**src/rtl/eth_tx_arbiter_if.sv**
```systemverilog
// Handshake bundle between the Ethernet TX arbiter and its packet-builder
// channels. The slave modport is the arbiter side, the master modport is the
// side that owns the requests and builders.
interface eth_tx_arbiter_if #(
    parameter int NCH  = 4,
    parameter int SELW = 2
);
    logic [NCH-1:0]  i_req;
    logic [NCH-1:0]  i_evt;
    logic [NCH-1:0]  i_rdy;
    logic [SELW-1:0] o_sel;
    logic            o_active;
    logic [NCH-1:0]  o_start;
    logic            o_done;
    logic            o_tmo;
    logic [NCH-1:0]  o_evt_pend;

    modport slave (
        input  i_req, i_evt, i_rdy,
        output o_sel, o_active, o_start, o_done, o_tmo, o_evt_pend
    );

    modport master (
        output i_req, i_evt, i_rdy,
        input  o_sel, o_active, o_start, o_done, o_tmo, o_evt_pend
    );
endinterface

```
**src/rtl/eth_tx_arbiter.sv**
```systemverilog
// Ethernet TX arbiter: grants one packet-builder channel at a time, waits for
// that builder to finish (rising edge of its ready), then forces GAP idle
// cycles before the next arbitration. Fixed-priority or round-robin search.
// Optional watchdog abort is enabled by defining ETH_TX_ARB_TMO_EN.
module eth_tx_arbiter #(
    parameter int NCH     = 4,
    parameter int SELW    = 2,
    parameter int RR_MODE = 0,
    parameter int GAP     = 3,
    parameter int TMO_CYC = 65535
) (
    input  logic             clk,
    input  logic             rst_n,
    eth_tx_arbiter_if.slave  bus
);

    typedef enum logic [1:0] {
        IDLE   = 2'd0,
        ACTIVE = 2'd1,
        GAPW   = 2'd2
    } arbState_t;

    // Parameter sanity checks at elaboration time
    generate
        if (NCH < 2 || NCH > 8) begin : g_badNch
            $error("eth_tx_arbiter: NCH must be in 2..8");
        end
        if (SELW != $clog2(NCH)) begin : g_badSelw
            $error("eth_tx_arbiter: SELW must equal clog2(NCH)");
        end
        if (GAP < 0 || GAP > 255) begin : g_badGap
            $error("eth_tx_arbiter: GAP must be in 0..255");
        end
        if (TMO_CYC < 1 || TMO_CYC > 16777215) begin : g_badTmo
            $error("eth_tx_arbiter: TMO_CYC must be in 1..2^24-1");
        end
    endgenerate

    logic [1:0]      r_rstSync;
    logic            w_rstN;

    logic [NCH-1:0]  r_evtCur;
    logic [NCH-1:0]  r_evtPrev;
    logic [NCH-1:0]  r_evtPend;
    logic [NCH-1:0]  w_evtSet;
    logic [NCH-1:0]  r_rdyQ;
    logic [NCH-1:0]  w_elig;

    arbState_t       r_state;
    logic [SELW-1:0] r_sel;
    logic            r_active;
    logic [NCH-1:0]  r_start;
    logic            r_done;
    logic            r_tmo;
    logic [7:0]      r_gapCnt;

    logic [SELW-1:0] w_pick;
    logic            w_done;
    logic            w_tmoHit;

    // Reset asserts immediately but releases only after two clean clock edges
    always_ff @(posedge clk or negedge rst_n) begin
        if (!rst_n) begin
            r_rstSync <= 2'b00;
        end else begin
            r_rstSync <= {r_rstSync[0], 1'b1};
        end
    end

    assign w_rstN = r_rstSync[1];

    // A pending event is a 0->1 transition seen in the two-deep event history
    assign w_evtSet = r_evtCur & ~r_evtPrev;

    // Latch event edges and keep a one-cycle-old copy of builder ready
    always_ff @(posedge clk or negedge w_rstN) begin
        if (!w_rstN) begin
            r_evtCur  <= '0;
            r_evtPrev <= '0;
            r_evtPend <= '0;
            r_rdyQ    <= '0;
        end else begin
            r_evtCur  <= bus.i_evt;
            r_evtPrev <= r_evtCur;
            r_evtPend <= w_evtSet | (r_evtPend & ~r_start);
            r_rdyQ    <= bus.i_rdy;
        end
    end

    assign w_elig = (bus.i_req | r_evtPend) & bus.i_rdy;

    // Builder completion is the rising edge of the granted channel's ready
    assign w_done = (r_state == ACTIVE) && !r_rdyQ[r_sel] && bus.i_rdy[r_sel];

    generate
        if (RR_MODE != 0) begin : g_rr
            logic [SELW-1:0] r_lastGrant;
            logic            w_found;

            // Search eligible channels starting one past the previous winner
            always_comb begin
                w_pick  = '0;
                w_found = 1'b0;
                for (int i = 0; i < NCH; i++) begin
                    if (!w_found && w_elig[(int'(r_lastGrant) + 1 + i) % NCH]) begin
                        w_found = 1'b1;
                        w_pick  = SELW'((int'(r_lastGrant) + 1 + i) % NCH);
                    end
                end
            end

            // Remember the winner of each grant so the next search starts after it
            always_ff @(posedge clk or negedge w_rstN) begin
                if (!w_rstN) begin
                    r_lastGrant <= SELW'(NCH - 1);
                end else if (r_state == IDLE && (|w_elig)) begin
                    r_lastGrant <= w_pick;
                end
            end
        end else begin : g_fixed
            // Lowest eligible index wins; scan downward so the last hit is the lowest
            always_comb begin
                w_pick = '0;
                for (int i = NCH - 1; i >= 0; i--) begin
                    if (w_elig[i]) begin
                        w_pick = SELW'(i);
                    end
                end
            end
        end
    endgenerate

`ifdef ETH_TX_ARB_TMO_EN
    logic [23:0] r_tmoCnt;

    // Count cycles spent waiting on the granted builder; zero on entry to ACTIVE
    always_ff @(posedge clk or negedge w_rstN) begin
        if (!w_rstN) begin
            r_tmoCnt <= '0;
        end else if (r_state == ACTIVE) begin
            r_tmoCnt <= r_tmoCnt + 24'd1;
        end else begin
            r_tmoCnt <= '0;
        end
    end

    assign w_tmoHit = (r_state == ACTIVE) && (r_tmoCnt == 24'(TMO_CYC - 1));
`else
    assign w_tmoHit = 1'b0;
`endif

    // Arbitration FSM with registered grant, start, done and timeout outputs
    always_ff @(posedge clk or negedge w_rstN) begin
        if (!w_rstN) begin
            r_state  <= IDLE;
            r_sel    <= '0;
            r_active <= 1'b0;
            r_start  <= '0;
            r_done   <= 1'b0;
            r_tmo    <= 1'b0;
            r_gapCnt <= '0;
        end else begin
            r_start <= '0;
            r_done  <= 1'b0;
            r_tmo   <= 1'b0;
            case (r_state)
                IDLE: begin
                    if (|w_elig) begin
                        r_state  <= ACTIVE;
                        r_sel    <= w_pick;
                        r_active <= 1'b1;
                        r_start  <= NCH'(1) << w_pick;
                    end
                end
                ACTIVE: begin
                    if (w_done || w_tmoHit) begin
                        r_active <= 1'b0;
                        r_done   <= w_done;
                        r_tmo    <= w_tmoHit & ~w_done;
                        r_gapCnt <= '0;
                        r_state  <= (GAP == 0) ? IDLE : GAPW;
                    end
                end
                GAPW: begin
                    if (r_gapCnt == 8'(GAP - 1)) begin
                        r_state <= IDLE;
                    end else begin
                        r_gapCnt <= r_gapCnt + 8'd1;
                    end
                end
                default: begin
                    r_state <= IDLE;
                end
            endcase
        end
    end

    assign bus.o_sel      = r_sel;
    assign bus.o_active   = r_active;
    assign bus.o_start    = r_start;
    assign bus.o_done     = r_done;
    assign bus.o_tmo      = r_tmo;
    assign bus.o_evt_pend = r_evtPend;

endmodule
```
**src/flat_wrapper.sv**
```systemverilog
// flat-port wrapper written by rule: the top's interface ports become plain ports
module eth_tx_arbiter_flat 
#(
    parameter int NCH     = 4,
    parameter int SELW    = 2,
    parameter int RR_MODE = 0,
    parameter int GAP     = 3,
    parameter int TMO_CYC = 65535
)
  (clk, rst_n, bus_i_req, bus_i_evt, bus_i_rdy, bus_o_sel, bus_o_active, bus_o_start, bus_o_done, bus_o_tmo, bus_o_evt_pend);
  eth_tx_arbiter_if #(.NCH(NCH), .SELW(SELW)) bus_i ();
  input  logic clk;
  input  logic rst_n;
  input wire logic [$bits(bus_i.i_req)-1:0] bus_i_req;
  input wire logic [$bits(bus_i.i_evt)-1:0] bus_i_evt;
  input wire logic [$bits(bus_i.i_rdy)-1:0] bus_i_rdy;
  output wire logic [$bits(bus_i.o_sel)-1:0] bus_o_sel;
  output wire logic [$bits(bus_i.o_active)-1:0] bus_o_active;
  output wire logic [$bits(bus_i.o_start)-1:0] bus_o_start;
  output wire logic [$bits(bus_i.o_done)-1:0] bus_o_done;
  output wire logic [$bits(bus_i.o_tmo)-1:0] bus_o_tmo;
  output wire logic [$bits(bus_i.o_evt_pend)-1:0] bus_o_evt_pend;
  assign bus_i.i_req = bus_i_req;
  assign bus_i.i_evt = bus_i_evt;
  assign bus_i.i_rdy = bus_i_rdy;
  assign bus_o_sel = bus_i.o_sel;
  assign bus_o_active = bus_i.o_active;
  assign bus_o_start = bus_i.o_start;
  assign bus_o_done = bus_i.o_done;
  assign bus_o_tmo = bus_i.o_tmo;
  assign bus_o_evt_pend = bus_i.o_evt_pend;
  eth_tx_arbiter #(.NCH(NCH), .SELW(SELW), .RR_MODE(RR_MODE), .GAP(GAP), .TMO_CYC(TMO_CYC)) u_core (.clk(clk), .rst_n(rst_n), .bus(bus_i));
endmodule
```
**config.mk**
```make
export PLATFORM = sky130hd
export DESIGN_NAME = eth_tx_arbiter_flat
export DESIGN_NICKNAME = d
export VERILOG_FILES = /design/src/rtl/eth_tx_arbiter_if.sv /design/src/rtl/eth_tx_arbiter.sv /design/src/flat_wrapper.sv
export SDC_FILE = /design/constraint.sdc
export NUM_CORES = 1
export LEC_CHECK = 0
export ABC_AREA = 1
export BUFFER_PORTS_ARGS = -buffer_cell sky130_fd_sc_hd__buf_4
export CORE_AREA = 2 2 69 58
export CTS_BUF_LIST = sky130_fd_sc_hd__clkbuf_16
export DETAILED_ROUTE_END_ITERATION = 10
export DIE_AREA = 0 0 71 60
export PLACE_DENSITY_LB_ADDON = 0.05
export SLEW_MARGIN = 0
export SYNTH_ARGS = -nofsm -noshare
export SYNTH_HDL_FRONTEND = slang
export SYNTH_SLANG_ARGS = --single-unit
```
**constraint.sdc**
```tcl
create_clock -name clk -period 1.1 [get_ports clk]
set_input_delay 0 -clock clk [delete_from_list [all_inputs] [get_ports clk]]
set_output_delay 0 -clock clk [all_outputs]
set_load 0.02 [all_outputs]
```
==> flow_summary.ini <==
[status]
outcome = complete, but fails checks
violations = setup timing

[power]
power_mw = 5.96
vdd_ir_drop_max_mv = 1.22
switching_share_pct = 36.1
power.leakage_nw = 1.37
seqPwrFrac_pct = 29.4
p_sw_mw = 2.15
power.share.combinational_pct = 49.0
pwr-share-clk_pct = 21.6
pwr_density_cell_nw_per_um2 = 2260
internal-power_mw = 3.81

[clocking]
clk_pin_slew_ps = 50
cts-htree-levels = 2
numCtsBuffers = 5
cts.sinks = 36
clockRootBuffer = clkbuf_16
clk_latency_ps = 270
cts.path.max_buffers = 2
cts_tree = done

[setup_path]
end_kind = register
cpPeakStageDelay_ps = 400
crit_chain = buf_6 -> nand2_1 -> nor2_1 -> a21oi_1 -> nor2_1 -> nand4_1 -> nand2_1
critPathBufInv = 1
worstPathArrival_ps = 1520
start_kind = register
cp_slowest_cell = dfrtp_1
path_max_fanout = 3
crit_type = reg2reg
cp.required_ps = 1300
crit_family = simple AND/OR/NAND/NOR gates

[synth]
synth_edf_count = 0
yosysWarnings = 0
ys_seq_area_share_pct = 53.1
syn_area_um2 = 1700
synth_common_cells = 40 x nand2_1, 36 x dfrtp_1, 33 x inv_1
synth-seq-cells = 36
syn_avg_cell_area_um2 = 8.83
synth.most_common_cell = nand2_1
synthesis.instances = 192
synth_flop_cell = dfrtp_1
syn_nets = 213
async_flop_share_pct = 100
synthDistinctLibCells = 24
ys_top_cells_by_area = dfrtp_1 53%, nand2_1 8.9%, inv_1 7.3%, ha_1 5.2%, nor2_1 4.6%
synth_top_area_share_pct = 53.1
yosys.area.top_type = dfrtp_1

[placement]
dp_hpwl_um = 2720
io_buffers = 25
gp_congestion = 0.876

[timing]
finClkSkew_ps = 4.42
timing.fmax_ghz = 0.760
finalCriticalPeriod_ps = 1320
period_share_pct = 120
drv_slew = 0
setup_viol_count_final = 13
hold_viol = 0
rsz0062_at_grt = true
fin_ws_ps = -215

[detailed_routing]
dr_wl_met3_um = 160
dr.pass1.iters = 4
top_layer_used = met4
drc_errors = 0
met2_length_um = 1800
ant_nets = 0
routed_wl_um = 3940
via_per_inst = 4.83
via_count = 1512
wl_per_cell_um = 12.6
drt_iter0_drc = 93
wl_met1_um = 1930

[die]
start_util_pct = 46.7
die_h_um = 60
row_count = 20
chipWidth_um = 71
core_area_um2 = 3630
ios = 27
die_area_um2 = 4260

[grt]
grt_max_degree = 27
antenna_found_initial = 0
grt_overflow = 0
grt_usage_pct = 20.5
grt_pass1_vias = 1520
grt_pass1_wl_um = 6560

[layout]
num_antenna_cells = 0
fin_nets = 289
utilization_pct = 72.6
drive_gt1_share_pct = 43.5
fill_cells = 279
regArea_um2 = 907
multi_input_area_um2 = 815
syn2layout_area_growth_pct = 55.4

[run]
drv_cap = 0

[hold_path]
hp-class = in2async
-- final timing paths --
kind | from | end | slack, ps | cells past startpoint
max in group asynchronous | u_core.r_rstSync[1] | u_core.bus.o_sel[0] | 580 | 1
min reg2reg | u_core.r_rstSync[1] | u_core.r_evtPrev[1] | 160 | 1
max | u_core.r_gapCnt[1] | u_core.r_gapCnt[5] | -220 | 7
min in group clk | bus_i_rdy[2] | u_core.bus.o_start[2] | 110 | 5
max reg2reg | u_core.r_gapCnt[1] | u_core.r_gapCnt[5] | -220 | 7
min | rst_n | u_core.r_rstSync[1] | 50 | 2
-- cell families (layout without fill, tap and decap cells) --
logic type	count (synthesis)	count (layout)	synth area share [%]
DFF	36	36	53.1
other	2	2	0.443
adders and majority gates	7	7	5.17
and+or+nand+nor	98	98	28.4
buffers and inverters	38	115	9.15
AOI/OAI and AO/OA	11	11	3.69
-- power groups by stage --
stage	Sequential [mW]	Clock [mW]	Combinational, mW
CTS	1.73	1.31	2.55
global route	1.78	1.37	3.17
global placement	1.75	0	2.16
floorplan	1.95	0	1.21
detailed placement	1.76	0	2.22
finish	1.75	1.29	2.92
-- worst register-to-register path, cell delays in order (launching register included) --
cell	delay, ps
dfrtp_1	400
buf_6	130
nand2_1	90
nor2_1	190
a21oi_1	90
nor2_1	170
nand4_1	100
nand2_1	100
-- registers in the layout (all words and copies together), names as in the netlist --
name	cells
u_core.bus.o_evt_pend	4
u_core.bus.o_sel	2
u_core.r_evtPrev	4
u_core.r_state	2
u_core.r_gapCnt	8
u_core.r_rstSync	2
u_core.bus.o_done	1
u_core.bus.o_start	4
u_core.r_rdyQ	4
u_core.bus.o_active	1
u_core.r_evtCur	4
-- metal layers --
metal / vias to the layer above / track usage, %
met5: - / 0
met4: 0 / 9.97
met3: 4 / 5.40
met2: 32 / 31.6
met1: 722 / 27.0
li1: 754 / -
-- what timing repair did --
action / in CTS / in global routing
resized for setup: 11 / 31
hold endpoints to repair: 10 / 0
setup endpoints to repair: 16 / 17
buffers inserted: 11 / 6
hold buffers: 9 / 0
pin swaps: 10 / 13
-- final cells by class --
type                       count  share of cell area (%)
clock buffer                   5                    4.75
clock inverter                 3                   0.475
inverter                      35                    5.27
multi-input combinational    118                    30.9
sequential                    36                    34.4
tap                           44                    2.09
timing repair buffer          72                    22.1
-- per-stage QoR --
step           instances  setup slack, ps  hold WS [ps]  TNS (ps)  area, µm²
2_1_floorplan        192             -113          -296      -963       1760
3_3_place_gp         279             -299          -218     -2060       2130
3_5_place_dp         279             -239          -215     -2370       2130
4_1_cts              307             -169          36.0     -1800       2470
5_1_grt              313             -284          47.6     -2980       2640
6_report             313             -215          45.0     -2020       2640
-- cells in the final DEF (no fill, tap or decap), drive strengths merged --
| master | n |
|---|---|
| a21oi | 2 |
| clkbuf | 5 |
| inv | 37 |
| nand4 | 12 |
| nand2 | 43 |
| ha | 7 |
| nand3 | 16 |
| nor2 | 24 |
| buf | 63 |
| o21bai | 1 |
| conb | 2 |
| o21ai | 4 |
| dlygate4sd3 | 9 |
| o22ai | 4 |
| nor3 | 2 |
| dfrtp | 36 |
| clkinv | 1 |
| nand3b | 1 |
Power figures use the tool's default switching activity.
